--- config.mk ---
export PLATFORM = sky130hd
export DESIGN_NAME = reorder_buffer
export DESIGN_NICKNAME = d
export VERILOG_FILES = /design/src/rtl/mips_core_pkg.sv /design/src/rtl/reorder_buffer.sv
export SDC_FILE = /design/constraint.sdc
export NUM_CORES = 1
export LEC_CHECK = 0
export BUFFER_PORTS_ARGS = -buffer_cell sky130_fd_sc_hd__buf_2
export CAP_MARGIN = 15
export CELL_PAD_IN_SITES_DETAIL_PLACEMENT = 0
export CELL_PAD_IN_SITES_GLOBAL_PLACEMENT = 1
export CORE_UTILIZATION = 54
export CTS_CLUSTER_SIZE = 40
export DETAILED_ROUTE_END_ITERATION = 10
export PLACE_DENSITY_LB_ADDON = 0.2
export SYNTH_ARGS = -nofsm -noshare
export SYNTH_HDL_FRONTEND = slang
export SYNTH_SLANG_ARGS = --single-unit
--- constraint.sdc ---
create_clock -name clk -period 5.4 [get_ports clk]
set_input_delay 0.54 -clock clk [delete_from_list [all_inputs] [get_ports clk]]
set_output_delay 0.54 -clock clk [all_outputs]
set_load 0.1 [all_outputs]
--- src/rtl/mips_core_pkg.sv ---
// Shared core-wide types and sizing for the out-of-order MIPS pipeline.
// The reorder buffer and instruction queue size themselves from ROB_DEPTH.
package mips_core_pkg;

    localparam int ROB_DEPTH  = 16;
    localparam int ROB_PREG_W = 6;
    localparam int ROB_AREG_W = 5;
    localparam int ROB_PC_W   = 26;
    localparam int ROB_TAG_W  = $clog2(ROB_DEPTH);

    typedef logic [ROB_TAG_W-1:0]  rob_tag_t;
    typedef logic [ROB_PREG_W-1:0] preg_t;
    typedef logic [ROB_AREG_W-1:0] areg_t;
    typedef logic [ROB_PC_W-1:0]   pc_t;

    typedef struct packed {
        logic  valid;
        logic  done;
        logic  mispredict;
        logic  uses_rd;
        areg_t arch_rd;
        preg_t new_preg;
        preg_t old_preg;
        pc_t   pc;
    } rob_entry_t;

endpackage

--- src/rtl/reorder_buffer.sv ---
// In-order retirement buffer: allocates in program order, completes out of order,
// retires from the head and raises a one-cycle flush when a mispredicted branch retires.
module reorder_buffer
    import mips_core_pkg::*;
#(
    parameter int DEPTH  = ROB_DEPTH,
    parameter int PREG_W = ROB_PREG_W,
    parameter int AREG_W = ROB_AREG_W,
    parameter int PC_W   = ROB_PC_W
) (
    input  logic                     clk,
    input  logic                     rst_n,
    input  logic                     alloc_valid,
    output logic                     alloc_ready,
    input  logic                     alloc_uses_rd,
    input  logic [AREG_W-1:0]        alloc_arch_rd,
    input  logic [PREG_W-1:0]        alloc_new_preg,
    input  logic [PREG_W-1:0]        alloc_old_preg,
    input  logic [PC_W-1:0]          alloc_pc,
    output logic [$clog2(DEPTH)-1:0] alloc_tag,
    input  logic                     complete_valid,
    input  logic [$clog2(DEPTH)-1:0] complete_tag,
    input  logic                     complete_mispredict,
    output logic                     commit_valid,
    output logic                     commit_uses_rd,
    output logic [AREG_W-1:0]        commit_arch_rd,
    output logic [PREG_W-1:0]        commit_new_preg,
    output logic [PREG_W-1:0]        commit_old_preg,
    output logic [PC_W-1:0]          commit_pc,
    output logic                     flush,
    output logic [PC_W-1:0]          flush_pc,
    output logic [$clog2(DEPTH):0]   count
);

    localparam int TAG_W = $clog2(DEPTH);
    localparam int CNT_W = TAG_W + 1;
    localparam logic [CNT_W-1:0] FULL_CNT = CNT_W'(DEPTH);

    logic [DEPTH-1:0]  r_valid;
    logic [DEPTH-1:0]  r_done;
    logic [DEPTH-1:0]  r_mispredict;
    logic [DEPTH-1:0]  r_uses_rd;
    logic [AREG_W-1:0] r_arch_rd  [DEPTH];
    logic [PREG_W-1:0] r_new_preg [DEPTH];
    logic [PREG_W-1:0] r_old_preg [DEPTH];
    logic [PC_W-1:0]   r_pc       [DEPTH];
    logic [TAG_W-1:0]  r_head;
    logic [TAG_W-1:0]  r_tail;
    logic [CNT_W-1:0]  r_count;

    logic w_alloc;
    logic w_commit;
    logic w_flush;
    logic w_complete;

    assign w_commit    = r_valid[r_head] & r_done[r_head];
    assign w_flush     = w_commit & r_mispredict[r_head];
    assign alloc_ready = (r_count < FULL_CNT) & ~w_flush;
    assign w_alloc     = alloc_valid & alloc_ready;
    // Completions to empty slots are dropped; allocation at the same slot then wins.
    assign w_complete  = complete_valid & r_valid[complete_tag];

    assign alloc_tag       = r_tail;
    assign count           = r_count;
    assign commit_valid    = w_commit;
    assign commit_uses_rd  = r_uses_rd[r_head];
    assign commit_arch_rd  = r_arch_rd[r_head];
    assign commit_new_preg = r_new_preg[r_head];
    assign commit_old_preg = r_old_preg[r_head];
    assign commit_pc       = r_pc[r_head];
    assign flush           = w_flush;
    assign flush_pc        = r_pc[r_head];

    // Entry status bits, pointers and occupancy; a flush wipes everything at once.
    always_ff @(posedge clk or negedge rst_n) begin
        if (!rst_n) begin
            r_valid      <= '0;
            r_done       <= '0;
            r_mispredict <= '0;
            r_head       <= '0;
            r_tail       <= '0;
            r_count      <= '0;
        end else if (w_flush) begin
            r_valid      <= '0;
            r_done       <= '0;
            r_mispredict <= '0;
            r_head       <= '0;
            r_tail       <= '0;
            r_count      <= '0;
        end else begin
            if (w_complete) begin
                r_done[complete_tag]       <= 1'b1;
                r_mispredict[complete_tag] <= complete_mispredict;
            end
            if (w_commit) begin
                r_valid[r_head] <= 1'b0;
                r_head          <= r_head + TAG_W'(1);
            end
            if (w_alloc) begin
                r_valid[r_tail]      <= 1'b1;
                r_done[r_tail]       <= 1'b0;
                r_mispredict[r_tail] <= 1'b0;
                r_tail               <= r_tail + TAG_W'(1);
            end
            case ({w_alloc, w_commit})
                2'b10:   r_count <= r_count + CNT_W'(1);
                2'b01:   r_count <= r_count - CNT_W'(1);
                default: r_count <= r_count;
            endcase
        end
    end

    // Payload is only meaningful while valid is set, so it carries no reset.
    always_ff @(posedge clk) begin
        if (w_alloc) begin
            r_uses_rd[r_tail]  <= alloc_uses_rd;
            r_arch_rd[r_tail]  <= alloc_arch_rd;
            r_new_preg[r_tail] <= alloc_new_preg;
            r_old_preg[r_tail] <= alloc_old_preg;
            r_pc[r_tail]       <= alloc_pc;
        end else begin
            r_uses_rd[r_tail]  <= r_uses_rd[r_tail];
        end
    end

endmodule

==> results of run 1 <==
## sequential cells by signal, summed over array words and instances, names as in the netlist
signal and cells:
count 5, alloc_tag 4, r_old_preg 96, r_arch_rd 80
r_done 16, r_head 4, r_new_preg 96, r_pc 416
r_valid 16, r_uses_rd 16, r_mispredict 16
## power by group through the flow
stage          clock, W  sequential [W]  combinational [W]
2_1_floorplan         0         0.00760            0.00701
3_3_place_gp          0         0.00760            0.00845
3_5_place_dp          0         0.00762            0.00848
4_1_cts         0.00551         0.00751            0.00849
5_1_grt         0.00573         0.00756            0.00881
6_report        0.00541         0.00750            0.00838
## synthesized netlist by cell type, drive strengths merged (15+ instances only)
cell	n	area (sq um)
clkbuf	43	163
inv	21	78.8
nand2	56	218
nor3	28	140
edfxtp	704	21100
a21oi	26	134
buf	58	365
mux4	240	5410
dfrtp	61	1530
nor2	57	219
nor2b	15	93.8
o21ai	25	129
## routing by layer
metal	global-route usage (%)	vias to the layer above	part of all wire, %
met5	0	-	0.052
li1	-	6177	-
met4	6.29	6	2.2
met2	36.9	436	49
met1	34.0	7822	43
met3	4.33	101	5.2
## through the flow
step / utilization (%) / setup slack, ns
2_1_floorplan: - / 0.484
3_3_place_gp: 57.8 / 1.23
3_5_place_dp: 57.8 / 1.21
4_1_cts: 62.4 / 0.579
5_1_grt: 62.4 / 0.434
6_report: 62.4 / 0.671
## worst max-delay path: stages, from the launching register on
cell and delay, ns:
dfrtp_2 0.84, nor2b_1 0.53, a22o_1 0.27, nor2_2 0.08, or2_2 0.47, inv_2 0.21
nand2_4 0.12, inv_2 0.50, buf_2 0.54
## worst paths after layout
kind                                             from                       end  slack [ns]  cells after the start
worst min-delay path                            rst_n  alloc_tag[1]$_DFFE_PN0P_        0.11                      2
min in group clk                          alloc_valid      count[4]$_DFFE_PN0P_        0.28                      3
worst min register to register    r_done[4]$_DFF_PN0_       r_done[4]$_DFF_PN0_        0.53                      1
worst max register to register  r_head[1]$_DFFE_PN0P_    r_pc[11][15]$_DFFE_PP_        1.13                     10
worst max-delay path            r_head[3]$_DFFE_PN0P_                     flush        0.67                      8
max in group asynchronous                       rst_n     r_head[0]$_DFFE_PN0P_        4.67                      2
## cells by family after synthesis
family	Yosys count	share of synthesized area (%)
flip-flops	765	74.5
multiplexers	258	18.4
AND/OR/NAND/NOR	191	2.92
XOR/XNOR	6	0.173
adder cells (fa/ha/maj)	12	0.518
AO/OA/AOI/OAI	73	1.51
buffers and inverters	122	1.99
## cell type report
type	count	area share (%)
repair buffers	171	3.07
multi-input cells	540	21.0
flip-flops and latches	765	65.6
clock buffers	103	6.13
inverters	21	0.228
well taps	748	2.71
clock inverters	35	1.24
==> impl_metrics.yaml, run 1 <==
clock_tree:
  hold_buffers: 0
  numCtsBuffers: 79
  tritoncts_num_sinks: 765
  postCtsSetupBuffers: 0
  cts_tree: "yes"
  ctsResizeCount: 0
  cts_buffer_depth: 3
  clockRootBuffer: "clkbuf_16"
  htreeDepth: 3
  path_clk_slew_ns: 0.06
  clk_latency_ns: 0.61
synth:
  yosys_warnings: 0
  synth_ff_type: "edfxtp_1"
  synth_nets: 1492
  syn_area_sq_um: 30400
  async_reset_ff_share_pct: 7.97
  synth-edff-count: 704
  syn_inst: 1427
  ys_seq_area_share_pct: 74.5
  yosys.cell_types.count: 49
  synth_area_per_cell_sq_um: 21.3
  ys_ff_latch: 765
timing:
  finalSetupViolCount: 0
  hold_viol_final: 0
  tns_ns: 0
  fin_crit_ns: 4.73
  clock_skew_ns: 0.0182
  max_freq_mhz: 211
  final_max_slew_viol_count: 0
  fin_crit_sh_pct: 87.6
  tightest_slew_ns: 0.986
  whs_ns: 0.108
  rsz0062_at_grt: "no"
  relSlewSlack_pct: 34.2
layout:
  regArea_sq_um: 22700
  layout_common_cells: "edfxtp_1 (704), mux4_2 (240), buf_2 (134)"
  finalNonFillerCells: 2383
  final_nets: 1643
  area_growth_pct: 13.7
  drive_gt1_share_pct: 33.6
  final_common_cell: "edfxtp_1"
  n_fill_cell: 3802
  final_area_sq_um: 34600
  multiInputGateArea_sq_um: 7280
  antenna_cells: 0
floorplan:
  dieHeight_microns: 239
  core_area_sq_um: 55400
  rows: 86
  start_util_pct: 54.9
  dieArea_sq_um: 57300
  die_w_microns: 239
  io_pins: 135
pwr:
  internal_power_w: 0.0127
  leakagePower_nw: 11.5
  p_per_area_nw_per_um2: 616
  p_seq_share_pct: 35.2
  combPwrFrac_pct: 39.4
  ir_worst_vdd_mv: 0.646
  power.switching_w: 0.00856
  p_clk_share_pct: 25.4
  swShare_pct: 40.2
  finalPower_w: 0.0213
placed_design:
  dpl_cell_area_sq_um: 32000
  dp.cells: 2245
  dpl.hpwl_microns: 36600
  numPortBuffers: 134
  gp_congestion: 0.828
drt:
  dr.pass1.iters: 5
  post_drt_via_cell_ratio: 6.10
  drt_iter0_drc: 1402
  detail_route.wl_per_cell_microns: 26.9
  drcViolationCount: 0
  num_vias: 14500
  postRouteAntennaNets: 0
  wl_microns: 64000
global_routing:
  grt_pass1_vias: 15000
  grt_max_degree: 87
  grt_pass1_wl_microns: 96700
  antenna_found_initial: 3
  grtUsageTotal_pct: 23.4
  overflow: 0
setup_path:
  worstPathRequired_ns: 4.86
  startpoint_type: "register"
  crit_path_end_kind: "output port"
  path_max_fanout: 22
  arrival_ns: 4.19
  critPathKind: "reg2out"
flow_run:
  drv_cap: 0
outcome:
  status: "finished clean"
min_path:
  holdCritPathClass: "in2async"
(Power assumes the default switching activity.)
==> run 2: changes to the inputs <==
Settings changed: CORE_UTILIZATION 54 to 49.
Clock period 5.4 ns to 4.35 ns, I/O delays scaled along.
==> run 2 against run 1 <==
The run now ends with hold timing left. Highest routed layer unchanged. Power up 25%. Combinational power up 26%. Design area up 0.70%. Final cell count up 1.9%. Sequential share of layout area down 0.46 points. First-iteration DRC count down 12%. Sequential power up 22%. Routed wire length up 3.0%. Utilization down 5.1 points. Critical path depth up 2. Largest power group unchanged. Non-clock buffer count up 6.
==> impl_metrics.yaml, run 2 (same netlist as run 1, synthesis figures left out) <==
layout:
  area_growth_pct: 14.4
  final_nets: 1648
  finalNonFillerCells: 2428
  largest_reg_flops: 416
  final_common_cell: "edfxtp_1"
  drive_gt1_share_pct: 34.6
  largest_registers: "r_pc: 416 flops, r_new_preg: 96 flops, r_old_preg: 96 flops"
  layout_common_cells: "edfxtp_1 (704), mux4_2 (240), buf_2 (132)"
  final_area_sq_um: 34800
  antenna_cells: 0
  largest-register: "r_pc"
timing:
  fin_crit_ns: 4.08
  fin_crit_sh_pct: 93.7
  whs_ns: -0.00897
  tns_ns: 0
  hold_viol_final: 13
  tightest_slew_ns: 1.10
  clock_skew_ns: 0.0267
  max_freq_mhz: 245
  rsz0062_at_grt: "no"
  final_max_slew_viol_count: 0
  relSlewSlack_pct: 26.8
  finalSetupViolCount: 0
clock_tree:
  cts_buffer_depth: 3
  clockRootBuffer: "clkbuf_16"
  numCtsBuffers: 78
  tritoncts_num_sinks: 765
  cts_tree: "yes"
  htreeDepth: 3
  clk_latency_ns: 0.63
  path_clk_slew_ns: 0.06
setup_path:
  worstPathRequired_ns: 3.91
  arrival_ns: 3.64
  critPathKind: "reg2out"
  path_max_fanout: 44
  startpoint_type: "register"
  crit_path_end_kind: "output port"
floorplan:
  rows: 90
  core_area_sq_um: 60800
  start_util_pct: 50.0
  dieArea_sq_um: 63100
  dieHeight_microns: 251
  io_pins: 135
  die_w_microns: 251
pwr:
  leakagePower_nw: 11.6
  finalPower_w: 0.0266
  p_per_area_nw_per_um2: 765
  ir_worst_vdd_mv: 1.02
drt:
  top_layer: "met5"
  num_vias: 14500
  wl_met3_microns: 3590
  drcViolationCount: 0
  wl_met1_microns: 28000
  postRouteAntennaNets: 0
  wl_microns: 65900
  detail_route.wl_per_cell_microns: 27.2
  drt_iter0_drc: 1231
  post_drt_via_cell_ratio: 5.96
  dr.pass1.iters: 5
  dr_wl_met2_microns: 33000
placed_design:
  dpl_cell_area_sq_um: 32100
  numPortBuffers: 134
  dp.cells: 2284
  gp_congestion: 0.778
  dpl.hpwl_microns: 34900
global_routing:
  grt_max_degree: 109
  grt_pass1_wl_microns: 98100
  antenna_found_initial: 4
  grt_pass1_vias: 15100
  grtUsageTotal_pct: 21.5
  overflow: 0
flow_run:
  drv_cap: 0
min_path:
  holdCritPathClass: "in2async"
outcome:
  status: "finished, violations left"
  failed_checks: "hold timing"
[run 2: cell count changes in the layout (fill, tap and decap cells not counted), moves of 2 or more]
cell / change
clkbuf_1: -17
clkinv_1: +8
clkinv_2: +8
buf_4: +6
buf_2: -2
bufinv_16: +2
clkinvlp_4: +2
[run 2: worst paths after layout]
| check | from | to | slack [ns] | cells past startpoint |
|---|---|---|---|---|
| worst max-delay path | r_head[0]$_DFFE_PN0P_ | alloc_ready | 0.27 | 10 |
| worst min-delay path | rst_n | r_done[8]$_DFF_PN0_ | -0.009 | 2 |
| worst max register to register | r_head[1]$_DFFE_PN0P_ | count[4]$_DFFE_PN0P_ | 0.84 | 11 |
| worst min register to register | r_done[11]$_DFF_PN0_ | r_done[11]$_DFF_PN0_ | 0.52 | 1 |
| max in group asynchronous | rst_n | r_head[0]$_DFFE_PN0P_ | 3.75 | 2 |
| min in group clk | alloc_valid | count[4]$_DFFE_PN0P_ | 0.15 | 3 |
[run 2: area by class of cell]
cell class / count / area (sq um)
clock buffer: 86 / 2040
fill: 4483 / 26000
tap: 782 / 978
clock inverter: 57 / 626
sequential: 765 / 22700
multi-input combinational: 540 / 7280
inverter: 21 / 78.8
timing repair buffer: 177 / 1140
[run 2: metal layers]
metal  track usage [%]  vias to the layer above
li1                  -                     6200
met1              30.2                     7746
met2              35.0                      418
met3              3.67                      102
met4              6.06                        8
met5                 0                        -
[run 2: report_power, final]
group | switching, W | internal, W | total (W)
combinational | 0.00752 | 0.00305 | 0.0106
clock | 0.00276 | 0.00412 | 0.00688
sequential | 0.000375 | 0.00881 | 0.00918
[run 2: what timing repair did]
| action | in CTS | in global routing |
|---|---|---|
| hold buffers | 0 | 0 |
| setup endpoints to repair | 0 | 13 |
| setup buffers | 0 | 1 |
| gates resized for setup | 0 | 0 |
[run 2: metrics by stage]
step | utilization [%] | hold WS, ns | setup WS, ns
4_1_cts | 57.2 | 0.00500 | 0.0456
2_1_floorplan | - | 0.139 | -0.566
5_1_grt | 57.3 | 0.0703 | 0.0673
6_report | 57.3 | -0.00897 | 0.273
3_3_place_gp | 52.8 | 0.506 | 0.743
3_5_place_dp | 52.8 | 0.510 | 0.724
[run 2: critical path, stage by stage (launching register included)]
cell and delay, ns:
dfrtp_4 0.61, mux4_2 0.54, a22o_1 0.25, nor2_2 0.21, or2_2 0.17, inv_2 0.08
nand2_4 0.13, inv_2 0.31, buf_12 0.31, nor2_1 0.19, buf_12 0.20
==> run 3: changes to the inputs <==
Settings changed: BUFFER_PORTS_ARGS -buffer_cell sky130_fd_sc_hd__buf_2 to not set, CORE_UTILIZATION 49 to 51, DONT_BUFFER_PORTS set to 1.
Clock period 4.35 ns to 3.4 ns, I/O delays scaled along.
==> run 3 against run 2 <==
The run ends with setup timing left. Flip-flop and latch count unchanged. Design area grew 3.8%. Utilization grew 3.9 points. Via count increased by 2.6%. Worst hold slack better by 0.049 ns. Critical path depth is 1 higher. Setup slack got worse by 0.30 ns. Register-to-register slack got worse by 0.70 ns. Clock skew decreased by 0.010 ns. Die area is 3.9% lower. Clock power grew 23%. Combinational power increased by 45%.
==> impl_metrics.yaml, run 3 (same netlist as run 1, synthesis figures left out) <==
setup_path:
  critical_path.top_delay_family: "buffers and inverters"
  rr_startpoint: "r_head[0]$_DFFE_PN0P_"
  crit_start: "r_head[0]$_DFFE_PN0P_"
  critPathKind: "reg2out"
  cp.depth: 11
  path_buf_inv: 6
  r2r_cells: 13
  arrival_ns: 3.08
  critPathMaxStageDelay_ns: 0.51
  worstPathRequired_ns: 3.06
  crit_end: "alloc_ready"
  r2r_slack_ns: 0.14
  startpoint_type: "register"
  path_max_fanout: 10
  cp_slowest_cell: "dfrtp_4"
  crit_chain: "buf_12, buf_4, mux4_2, a22o_1, a221o_1, buf_4, nand2_8, clkinv_16, buf_16, nor2_4, buf_12"
  crit_path_end_kind: "output port"
  timing.rr.end: "count[4]$_DFFE_PN0P_"
layout:
  drive_gt1_share_pct: 31.4
  regArea_sq_um: 22700
  largest_registers: "r_pc: 416 flops, r_new_preg: 96 flops, r_old_preg: 96 flops"
  n_fill_cell: 4103
  area_growth_pct: 18.7
  largest_reg_flops: 416
  final_nets: 1650
  final_common_cell: "edfxtp_1"
  largest-register: "r_pc"
  multiInputGateArea_sq_um: 7300
  layout_common_cells: "edfxtp_1 (704), mux4_2 (240), clkbuf_16 (83)"
timing:
  whs_ns: 0.0399
  worst_slack_ns: -0.0232
  relSlewSlack_pct: 46.6
  final_max_slew_viol_count: 0
  tightest_slew_ns: 0.802
  fin_crit_ns: 3.42
  finalSetupViolCount: 1
  fin_crit_sh_pct: 101
  clock_skew_ns: 0.0164
  max_freq_mhz: 292
  hold_viol_final: 0
  rsz0062_at_grt: "yes"
placed_design:
  dpl.hpwl_microns: 35900
  numPortBuffers: 0
  gp_congestion: 0.841
drt:
  num_vias: 14800
  postRouteAntennaNets: 0
  drt_iter0_drc: 1400
  dr.pass1.iters: 4
  detail_route.wl_per_cell_microns: 28.5
  post_drt_via_cell_ratio: 6.13
  wl_microns: 68900
  drcViolationCount: 0
global_routing:
  grtUsageTotal_pct: 23.7
  overflow: 0
  grt_pass1_wl_microns: 103000
  antenna_found_initial: 2
  grt_pass1_vias: 15500
  grt_max_degree: 77
outcome:
  failed_checks: "setup timing"
  status: "finished, violations left"
min_path:
  holdCritPathClass: "in2reg"
  worstHoldStart: "complete_mispredict"
clock_tree:
  numCtsBuffers: 78
  path_clk_slew_ns: 0.06
  cts_buffer_depth: 3
  htreeDepth: 3
  tritoncts_num_sinks: 765
  cts_tree: "yes"
  clockRootBuffer: "clkbuf_16"
  clk_latency_ns: 0.62
pwr:
  ir_worst_vdd_mv: 1.04
  finalPower_w: 0.0356
  p_per_area_nw_per_um2: 985
  leakagePower_nw: 11.9
flow_run:
  drv_cap: 0
floorplan:
  dieArea_sq_um: 60600
  die_w_microns: 246
  core_area_sq_um: 59000
  io_pins: 135
  rows: 89
  dieHeight_microns: 246
  start_util_pct: 51.6
run 3: cell count changes in the layout (fill, tap and decap cells not counted), moves of 4 or more:
cell	change
buf_2	-132
dlygate4sd3_1	+50
buf_12	+48
buf_4	+17
clkbuf_1	+14
buf_16	+11
clkinv_1	-8
bufinv_16	-6
buf_6	+4
run 3: worst register-to-register path: cells and delay by family, from the launching register on:
kind	cells	cell delay, ns
AO/OA/AOI/OAI	5	1.02
adder cells (fa/ha/maj)	1	0.32
buffers and inverters	3	0.46
flip-flops	1	0.51
multiplexers	1	0.28
AND/OR/NAND/NOR	3	0.58
run 3: metrics by stage:
stage                     setup slack [ns]  util [%]  instances  TNS (ns)  area [sq um]
after CTS                          -0.0776      61.1       2415    -0.538         36100
after global placement               0.115      55.2       2209         0         32600
after floorplan                     0.0181         -       1427         0         30600
final                              -0.0232      61.2       2421   -0.0232         36100
after global routing                -0.142      61.2       2420    -0.402         36100
after detailed placement             0.108      55.2       2209         0         32600
run 3: worst min-delay path by stage:
| stage | end | slack (ns) | cells past startpoint |
|---|---|---|---|
| CTS | r_mispredict[6]$_DFF_PN0_ | 0.01 | 2 |
| floorplan | alloc_tag[0]$_DFFE_PN0P_ | 0.04 | 0 |
| detailed placement | r_mispredict[0]$_DFF_PN0_ | 0.05 | 0 |
| finish | r_mispredict[6]$_DFF_PN0_ | 0.04 | 2 |
| global route | r_mispredict[6]$_DFF_PN0_ | 0.03 | 2 |
| global placement | r_mispredict[0]$_DFF_PN0_ | 0.05 | 0 |
run 3: where the power goes:
part           internal [W]  switching [W]
Sequential           0.0113       0.000418
Clock               0.00502        0.00348
Combinational       0.00529         0.0101
Total                0.0216         0.0140
run 3: layout make-up:
| class | count | area share, % |
|---|---|---|
| diodes | 1 | 0.00693 |
| clock buffers | 106 | 6.13 |
| well taps | 773 | 2.68 |
| repair buffers | 179 | 6.97 |
| inverters | 21 | 0.298 |
| clock inverters | 36 | 0.938 |
| multi-input cells | 540 | 20.2 |
| flip-flops and latches | 765 | 62.8 |
run 3: layer usage:
| metal | routed length (microns) | vias to the layer above | global-route usage (%) | share of wire [%] |
|---|---|---|---|---|
| met5 | 22 | - | 0 | 0.032 |
| met1 | 29200 | 8060 | 33.5 | 42 |
| met2 | 33900 | 468 | 37.6 | 49 |
| met3 | 4150 | 115 | 4.62 | 6.0 |
| met4 | 1680 | 4 | 7.55 | 2.4 |
| li1 | - | 6201 | - | - |
run 3: timing repair:
item / in CTS / in global routing
hold buffers: 51 / 0
gates resized for setup: 27 / 10
cloned: 8 / 0
endpoints found under the hold margin: 768 / 0
pin swaps: 1 / 2
endpoints found under the setup margin: 72 / 33
buffers inserted: 5 / 5
